[src/rtl/win_avg_ctrl.sv]
// Sequencer/configurator for win_avg: gates samples, counts windows, applies new win_len at window boundaries.
// Latency: s_valid/s_ready/avg_valid are combinational pass-through in RUN; win_done/err_badlen one cycle after the event.
// Backpressure: avg_ready is forwarded to s_ready in RUN; s_ready is held low in IDLE, DRAIN and RELOAD.
module win_avg_ctrl #(
  parameter int WIN_W     = 5,
  parameter int MAX_WIN   = 16,
  parameter int DRAIN_CYC = 4,
  parameter int CNT_W     = 16
) (
  input  logic             aclk,
  input  logic             rst,
  input  logic             enable,
  input  logic             cfg_wr,
  input  logic [WIN_W-1:0] cfg_win_len,
  output logic             cfg_busy,
  output logic             err_badlen,
  input  logic             s_valid,
  output logic             s_ready,
  output logic             avg_valid,
  input  logic             avg_ready,
  output logic [WIN_W-1:0] avg_win_len,
  output logic             avg_clr,
  output logic             win_done,
  output logic [CNT_W-1:0] win_cnt
);

  localparam int DRN_W = $clog2(DRAIN_CYC + 1);

  typedef enum logic [1:0] {ST_IDLE, ST_RUN, ST_DRAIN, ST_RELOAD} state_t;

  state_t           state_q, state_d;
  logic [DRN_W-1:0] drain_q, drain_d;
  logic [WIN_W-1:0] samp_q, samp_d;
  logic [WIN_W-1:0] len_q, len_d;
  logic [WIN_W-1:0] pend_len_q, pend_len_d;
  logic             pend_q, pend_d;
  logic             done_q, done_d;
  logic             err_q, err_d;
  logic [CNT_W-1:0] cnt_q, cnt_d;

  logic cfg_ok;
  logic hs;
  logic last;
  logic drain_end;

  // Request qualification and window-boundary detection
  always_comb begin
    cfg_ok    = cfg_wr && (cfg_win_len != '0) && (int'(cfg_win_len) <= MAX_WIN);
    hs        = (state_q == ST_RUN) && s_valid && avg_ready;
    last      = hs && (samp_q == (len_q - WIN_W'(1)));
    drain_end = (drain_q == DRN_W'(DRAIN_CYC - 1));
  end

  // All state; reset wins over everything, including a window in progress
  always_ff @(posedge aclk) begin
    if (rst) begin
      state_q    <= ST_IDLE;
      drain_q    <= '0;
      samp_q     <= '0;
      len_q      <= WIN_W'(1);
      pend_len_q <= '0;
      pend_q     <= 1'b0;
      done_q     <= 1'b0;
      err_q      <= 1'b0;
      cnt_q      <= '0;
    end else begin
      state_q    <= state_d;
      drain_q    <= drain_d;
      samp_q     <= samp_d;
      len_q      <= len_d;
      pend_len_q <= pend_len_d;
      pend_q     <= pend_d;
      done_q     <= done_d;
      err_q      <= err_d;
      cnt_q      <= cnt_d;
    end
  end

  // Next-state: leave RUN only on a window boundary; pending reloads take priority over enable
  always_comb begin
    state_d = state_q;
    case (state_q)
      ST_IDLE: begin
        if (pend_q)      state_d = ST_RELOAD;
        else if (enable) state_d = ST_RUN;
      end
      ST_RUN: begin
        if (last && (pend_q || !enable)) state_d = ST_DRAIN;
      end
      ST_DRAIN: begin
        if (drain_end) begin
          if (pend_q)       state_d = ST_RELOAD;
          else if (!enable) state_d = ST_IDLE;
          else              state_d = ST_RUN;
        end
      end
      ST_RELOAD: begin
        state_d = enable ? ST_RUN : ST_IDLE;
      end
      default: state_d = ST_IDLE;
    endcase
  end

  // Datapath next values: sample/window counters, drain timer, pending length register
  always_comb begin
    samp_d     = samp_q;
    cnt_d      = cnt_q;
    done_d     = last;
    err_d      = cfg_wr && !cfg_ok;
    drain_d    = (state_q == ST_DRAIN) ? (drain_q + DRN_W'(1)) : '0;
    len_d      = len_q;
    pend_d     = pend_q;
    pend_len_d = pend_len_q;
    if (last) begin
      samp_d = '0;
      cnt_d  = cnt_q + CNT_W'(1);
    end else if (hs) begin
      samp_d = samp_q + WIN_W'(1);
    end
    if (state_q == ST_RELOAD) begin
      len_d  = pend_len_q;
      pend_d = 1'b0;
    end
    // A write in the reload cycle itself becomes the next pending value
    if (cfg_ok) begin
      pend_d     = 1'b1;
      pend_len_d = cfg_win_len;
    end
  end

  // Outputs: stream gating is combinational from state, pulses come from registers
  always_comb begin
    s_ready     = (state_q == ST_RUN) && avg_ready;
    avg_valid   = (state_q == ST_RUN) && s_valid;
    avg_clr     = (state_q == ST_RELOAD);
    cfg_busy    = pend_q;
    err_badlen  = err_q;
    avg_win_len = len_q;
    win_done    = done_q;
    win_cnt     = cnt_q;
  end

endmodule

[config.mk]
export PLATFORM = sky130hd
export DESIGN_NAME = win_avg_ctrl
export DESIGN_NICKNAME = d
export VERILOG_FILES = /design/src/rtl/win_avg_ctrl.sv
export SDC_FILE = /design/constraint.sdc
export NUM_CORES = 1
export LEC_CHECK = 0
export ABC_AREA = 0
export CORE_AREA = 2 2 91 75
export CTS_CLUSTER_DIAMETER = 40
export DETAILED_ROUTE_END_ITERATION = 8
export DIE_AREA = 0 0 93 77
export PLACE_DENSITY = 0.57
export SYNTH_ARGS = -nofsm -noshare
export SYNTH_HDL_FRONTEND = slang
export SYNTH_SLANG_ARGS = --single-unit
export TNS_END_PERCENT = 10
[constraint.sdc]
create_clock -name aclk -period 3 [get_ports aclk]
set_clock_uncertainty 0.1 [all_clocks]
set_input_delay 0.6 -clock aclk [delete_from_list [all_inputs] [get_ports aclk]]
set_output_delay 0.6 -clock aclk [all_outputs]
set_load 0.005 [all_outputs]
# == Word-level counts from Yosys, hierarchy flattened ==
# Cells that the tools add are included.
# word_totals
register_bits,39
latchBits,0
ram_bits,0
romBits,0
input_bits,11
output_inout_bits,27
wordCells,49
n_memories,0
# op_classes
n_addsub,4
mul,0
div_mod_pow,0
order_cmp,1
eq_ne,8
shift,0
muxes,9
n_bitwise,1
n_reduce_logical,17
# ops
cell,n
$add 16x1->16 const B,1
$mux 2,5
$logic_and 1x1->1,8
$pmux 2 s4,1
$add 5x1->5 const B,1
$eq 5x5->1,1
$le 5x5->1 const B,1
$reduce_bool 5->1,1
$sub 5x1->5 const B,1
$eq 2x2->1 const B,2
$ne 2x2->1 const B,2
$reduce_or 2->1,2
$add 3x1->3 const B,1
$eq 3x2->1 const B,1
$mux 1,3
$ne 3x3->1 const B,1
$reduce_and 3->1,1
$eq 2x1->1 const B,1
$logic_not 1->1,2
$logic_not 2->1,1
$reduce_bool 2->1,1
$logic_or 1x1->1,1
$not 1->1,1

# == Depth between registers and ports, before layout ==
# depth
word_depth,7
depth_mapped,9
mapped_depth_nobuf,7

# == Worst setup path before layout ==
# No wires, ideal clock.
# synth_timing
path_kind,register -> register
startpoint,"register len_q[0], in the netlist avg_win_len[0]"
endpoint,"register cnt_q[15], in the netlist win_cnt[15]"
setup_ps,123
arrival_ps,1934
t_required_ps,2777
slack_ps,842
path_stages_with_launch,9
path_buffers,1
cell_sequence,dfxtp_1 > inv_1 > ha_1 > nand2_1 > nor4_1 > o2111ai_4 > buf_6 > nor4_1 > mux2_1
# synth_via
elab_chain_cells,3
# synth_lines
item,line,source
"start, declared",34,"logic [WIN_W-1:0] len_q, len_d;"
"start signal, assigned",70,len_q <= len_d;
$sub 5x1->5,50,last = hs && (samp_q == (len_q - WIN_W'(1)));
$eq 5x5->1,50,
$logic_and 1x1->1,50,
"end signal, assigned",75,cnt_q <= cnt_d;
"end, declared",39,"logic [CNT_W-1:0] cnt_q, cnt_d;"
# No other way between the ends.
# A chain may end at the register's enable or synchronous reset.

# == Worst setup path after layout ==
# layout_timing
startpoint,"register len_q[0], in the netlist avg_win_len[0]"
endpoint,"register cnt_q[4], in the netlist win_cnt[4]"
# The elaborated chain is that of the path after synthesis.

==> summary.txt <==
Run status
  – Run status: finished, final reports clean

Global routing
  – Via count of the first global-routing pass: 1,436
  – Met1 usage in global routing: 16.2%
  – Grt met2 use: 16.5%
  – Busiest grt layer: met2
  – Initial antenna violation count: 0
  – Pin count of the biggest net entering global routing: 22
  – GR Util All Layers: a little under an eighth
  – Met3 GRT Util: 3.73%
  – First-pass GRT wire length: between 6000 and 7000 um
  – Gr ovfl total: 0

Synth
  – Post-synthesis adder-cell area fraction: 3.41%
  – Synth Area in Compound Gates: 15.3%
  – Synthesized cell area: 1840 um^2
  – XOR/XNOR share of the synthesized area: 5.72%
  – Yosys warnings: 0
  – Post-synth EDFFs: 0
  – Distinct cell type count after synthesis: 39
  – Register area share after synthesis: 42.5%
  – Largest family of logic cells by synthesized area: simple AND/OR/NAND/NOR gates
  – FF+latch count, synth: 39
  – Syn Inst Count: 209
  – Synth top area share: a little over two fifths
  – Mean Syn Cell Area: approximately 9 um^2
  – Area leader, netlist: dfxtp_1
  – Net count after synthesis: between 200 and 250
  – Post-synthesis mux area share: 3.88%
  – Async S/R FF share, synth: 0%
  – Post-synth top flop: dfxtp_1
  – Largest cells by area after synthesis: dfxtp_1 43%, a21oi_1 5.2%, nand2_1 4.1%, nor2_1 4.1%, ha_1 3.4%
  – Simple-gate share of the synthesized area: 23.0%

Clocking
  – CTS resizes: 0
  – Reg clk slew, reported paths: roughly 0.070 ns
  – CTS tree: yes
  – Clock sink count: 39
  – Clock Latency Late Sink: between 0.2 and 0.3 ns
  – CTS Root Cell: clkbuf_8
  – CTS buffer count: 5
  – # hold bufs at CTS: 0
  – Setup bufs post-CTS: 0
  – H-tree levels: 2
  – Worst-case clock buffer depth: 2

Hold path
  – Hold Crit Depth: 1
  – Min-Delay Endpoint: drain_q[0]
  – Hold wc startpoint: drain_q[0]
  – Hold Crit Class: reg2reg

Layout
  – Layout cells sized above 1: 5.69%
  – P&R area growth vs syn: 28.4%
  – Fin nets: 262
  – ANT cells: 0
  – Final instance area: 2360 um^2
  – Final Core Density: 37.8%
  – Layout fillers: around 670

Worst setup path
  – CP bufs+invs: 2
  – Worst r2r dst: win_cnt[4]
  – Setup slack, reg-to-reg: 0.48 ns
  – Cell chain of the critical path: inv_1 > ha_1 > nand2_1 > nor4_1 > o2111ai_4 > buf_4 > or3_1 > a21oi_1
  – Worst reg2reg startpoint: avg_win_len[0]
  – Worst setup EP type: flop
  – Family with the most delay on the worst path: simple AND/OR/NAND/NOR gates
  – Critical path's slowest cell: nor4_1
  – CP Launch Type: flop
  – Crit Path Class: reg2reg
  – Largest stage delay, worst path: ~0.47 ns
  – Worst r2r path cells: 8
  – Crit path max fanout: 21
  – CP required: 3.12 ns
  – WP data arrival: 2.64 ns

Placed design
  – Post-DP HPWL: 2860 um
  – Port bufs: 37
  – Dpl cell area: 2270 um^2
  – Final RePlAce weighted congestion: just under 0.8

Pwr
  – Leak pwr: 0.837 nW
  – Total power: 1.03 mW
  – Peak VDD IR: 0.000183 V
  – Pwr dens: 436 nW/um^2

STA
  – Final setup viols: 0
  – Measured slew at the worst slew-check pin: 0.533 ns
  – Fmax: 397 MHz
  – TNS Setup: 0 ns
  – Final hold violation count: 0
  – Max Slew Vio Count: 0
  – RSZ-0062 raised after global routing: false
  – Tmin final: 2.52 ns
  – Fin crit share: ~84%
  – Slew headroom: 64.1%

Detailed routing
  – Antenna viol nets, final: 0
  – Final wirelength: 3890 um
  – Vias per cell: around 4.7
  – DRT iter0 DRCs: 54
  – Detailed-route via count: 1,547
  – 1st-pass router iterations: 4
  – Detailed-route DRC error count: 0
  – WL/cell: approximately 12 um

Floorplan
  – Cell Rows: 26
  – Die width: around 93 um
  – Starting Density: 29.4%
  – Vert. Die Dim: 77 um
  – Boundary pin count: 38
  – Die footprint: roughly 7000 um^2
  – Total core area: 6250 um^2

Flow run
  – Maxcap violations: 0
final cells by class:
type / count / area (um^2) / area share [%]
Multi-Input combinational cell: 148 / 943 / 40.0
Clock inverter: 1 / 5.00 / 0.212
Timing Repair Buffer: 41 / 400 / 17.0
Inverter: 11 / 41.3 / 1.75
Clock buffer: 6 / 82.6 / 3.50
Sequential cell: 39 / 781 / 33.1
Tap cell: 84 / 105 / 4.46
worst max path at each step:
| stage | endpoint | slack, ns | start | cells after the start |
|---|---|---|---|---|
| finish | win_cnt[4] | 0.48 | avg_win_len[0] | 8 |
| global route | win_cnt[1] | 0.27 | avg_win_len[0] | 8 |
| CTS | win_cnt[1] | 0.48 | avg_win_len[0] | 8 |
| detailed placement | win_cnt[4] | 0.31 | avg_ready | 7 |
| global placement | win_cnt[4] | 0.37 | avg_ready | 7 |
| floorplan | win_cnt[15] | 0.84 | avg_win_len[0] | 8 |
placed cells by master, fill, tap and decap left out, types with 2 or more instances in the layout:
master	Yosys	layout
nand3_1	6	6
nor3b_1	2	2
xnor2_1	6	6
nand2_1	20	20
clkdlybuf4s50_1	0	37
buf_4	1	4
and2_1	2	2
and3_1	4	4
o21ai_0	7	7
o31ai_1	8	8
or3_1	6	6
xor2_1	6	6
mux2i_1	6	6
a21oi_1	19	19
ha_1	5	5
nand2b_1	2	2
or4_1	8	8
nand4_1	3	3
clkbuf_8	0	6
dfxtp_1	39	39
nor4_1	3	3
nor2_1	20	20
nor3_1	2	2
inv_1	11	11
synth_stat cells (all sizes together) (6+ instances only):
library cell  number
xor2               6
o31ai              8
a21oi             19
dfxtp             39
nand3              6
nor2              20
nand2             20
buf                9
inv               11
or4                8
or3                6
xnor2              6
o21ai              7
mux2i              6
metal layers:
metal / vias up / wire [um]
met4: 0 / 29
met5: - / 0
met3: 2 / 207
li1: 811 / -
met2: 25 / 1560
met1: 709 / 2090
kinds of logic (layout without fill, tap and decap cells):
logic type | Yosys count | count (layout)
and+or+nand+nor | 82 | 82
xor gates and xnor gates | 12 | 12
AOI/OAI and AO/OA | 42 | 42
adders and majority gates | 5 | 5
DFF | 39 | 39
buffers and inverters | 22 | 59
muxes | 7 | 7
state kept, by name, indices dropped and copies added (netlist names):
signal and cells:
avg_win_len 5, cfg_busy 1, drain_q 3, err_badlen 1
pend_len_q 5, samp_q 5, state_q 2, win_cnt 16
win_done 1
report_power, final:
| part | internal, mW | switching [mW] | total, mW |
|---|---|---|---|
| logic | 0.0643 | 0.0572 | 0.121 |
| registers | 0.533 | 0.0208 | 0.554 |
| clock network | 0.180 | 0.173 | 0.354 |
per-stage QoR:
step	setup WS (ns)	hold slack (ns)	std cells
after global placement	0.366	0.315	323
after floorplan	0.842	0.297	209
after global routing	0.274	0.356	330
after CTS	0.476	0.328	330
after detailed placement	0.312	0.317	323
final	0.479	0.325	330
Note: power is estimated with default switching activity, not from simulation.
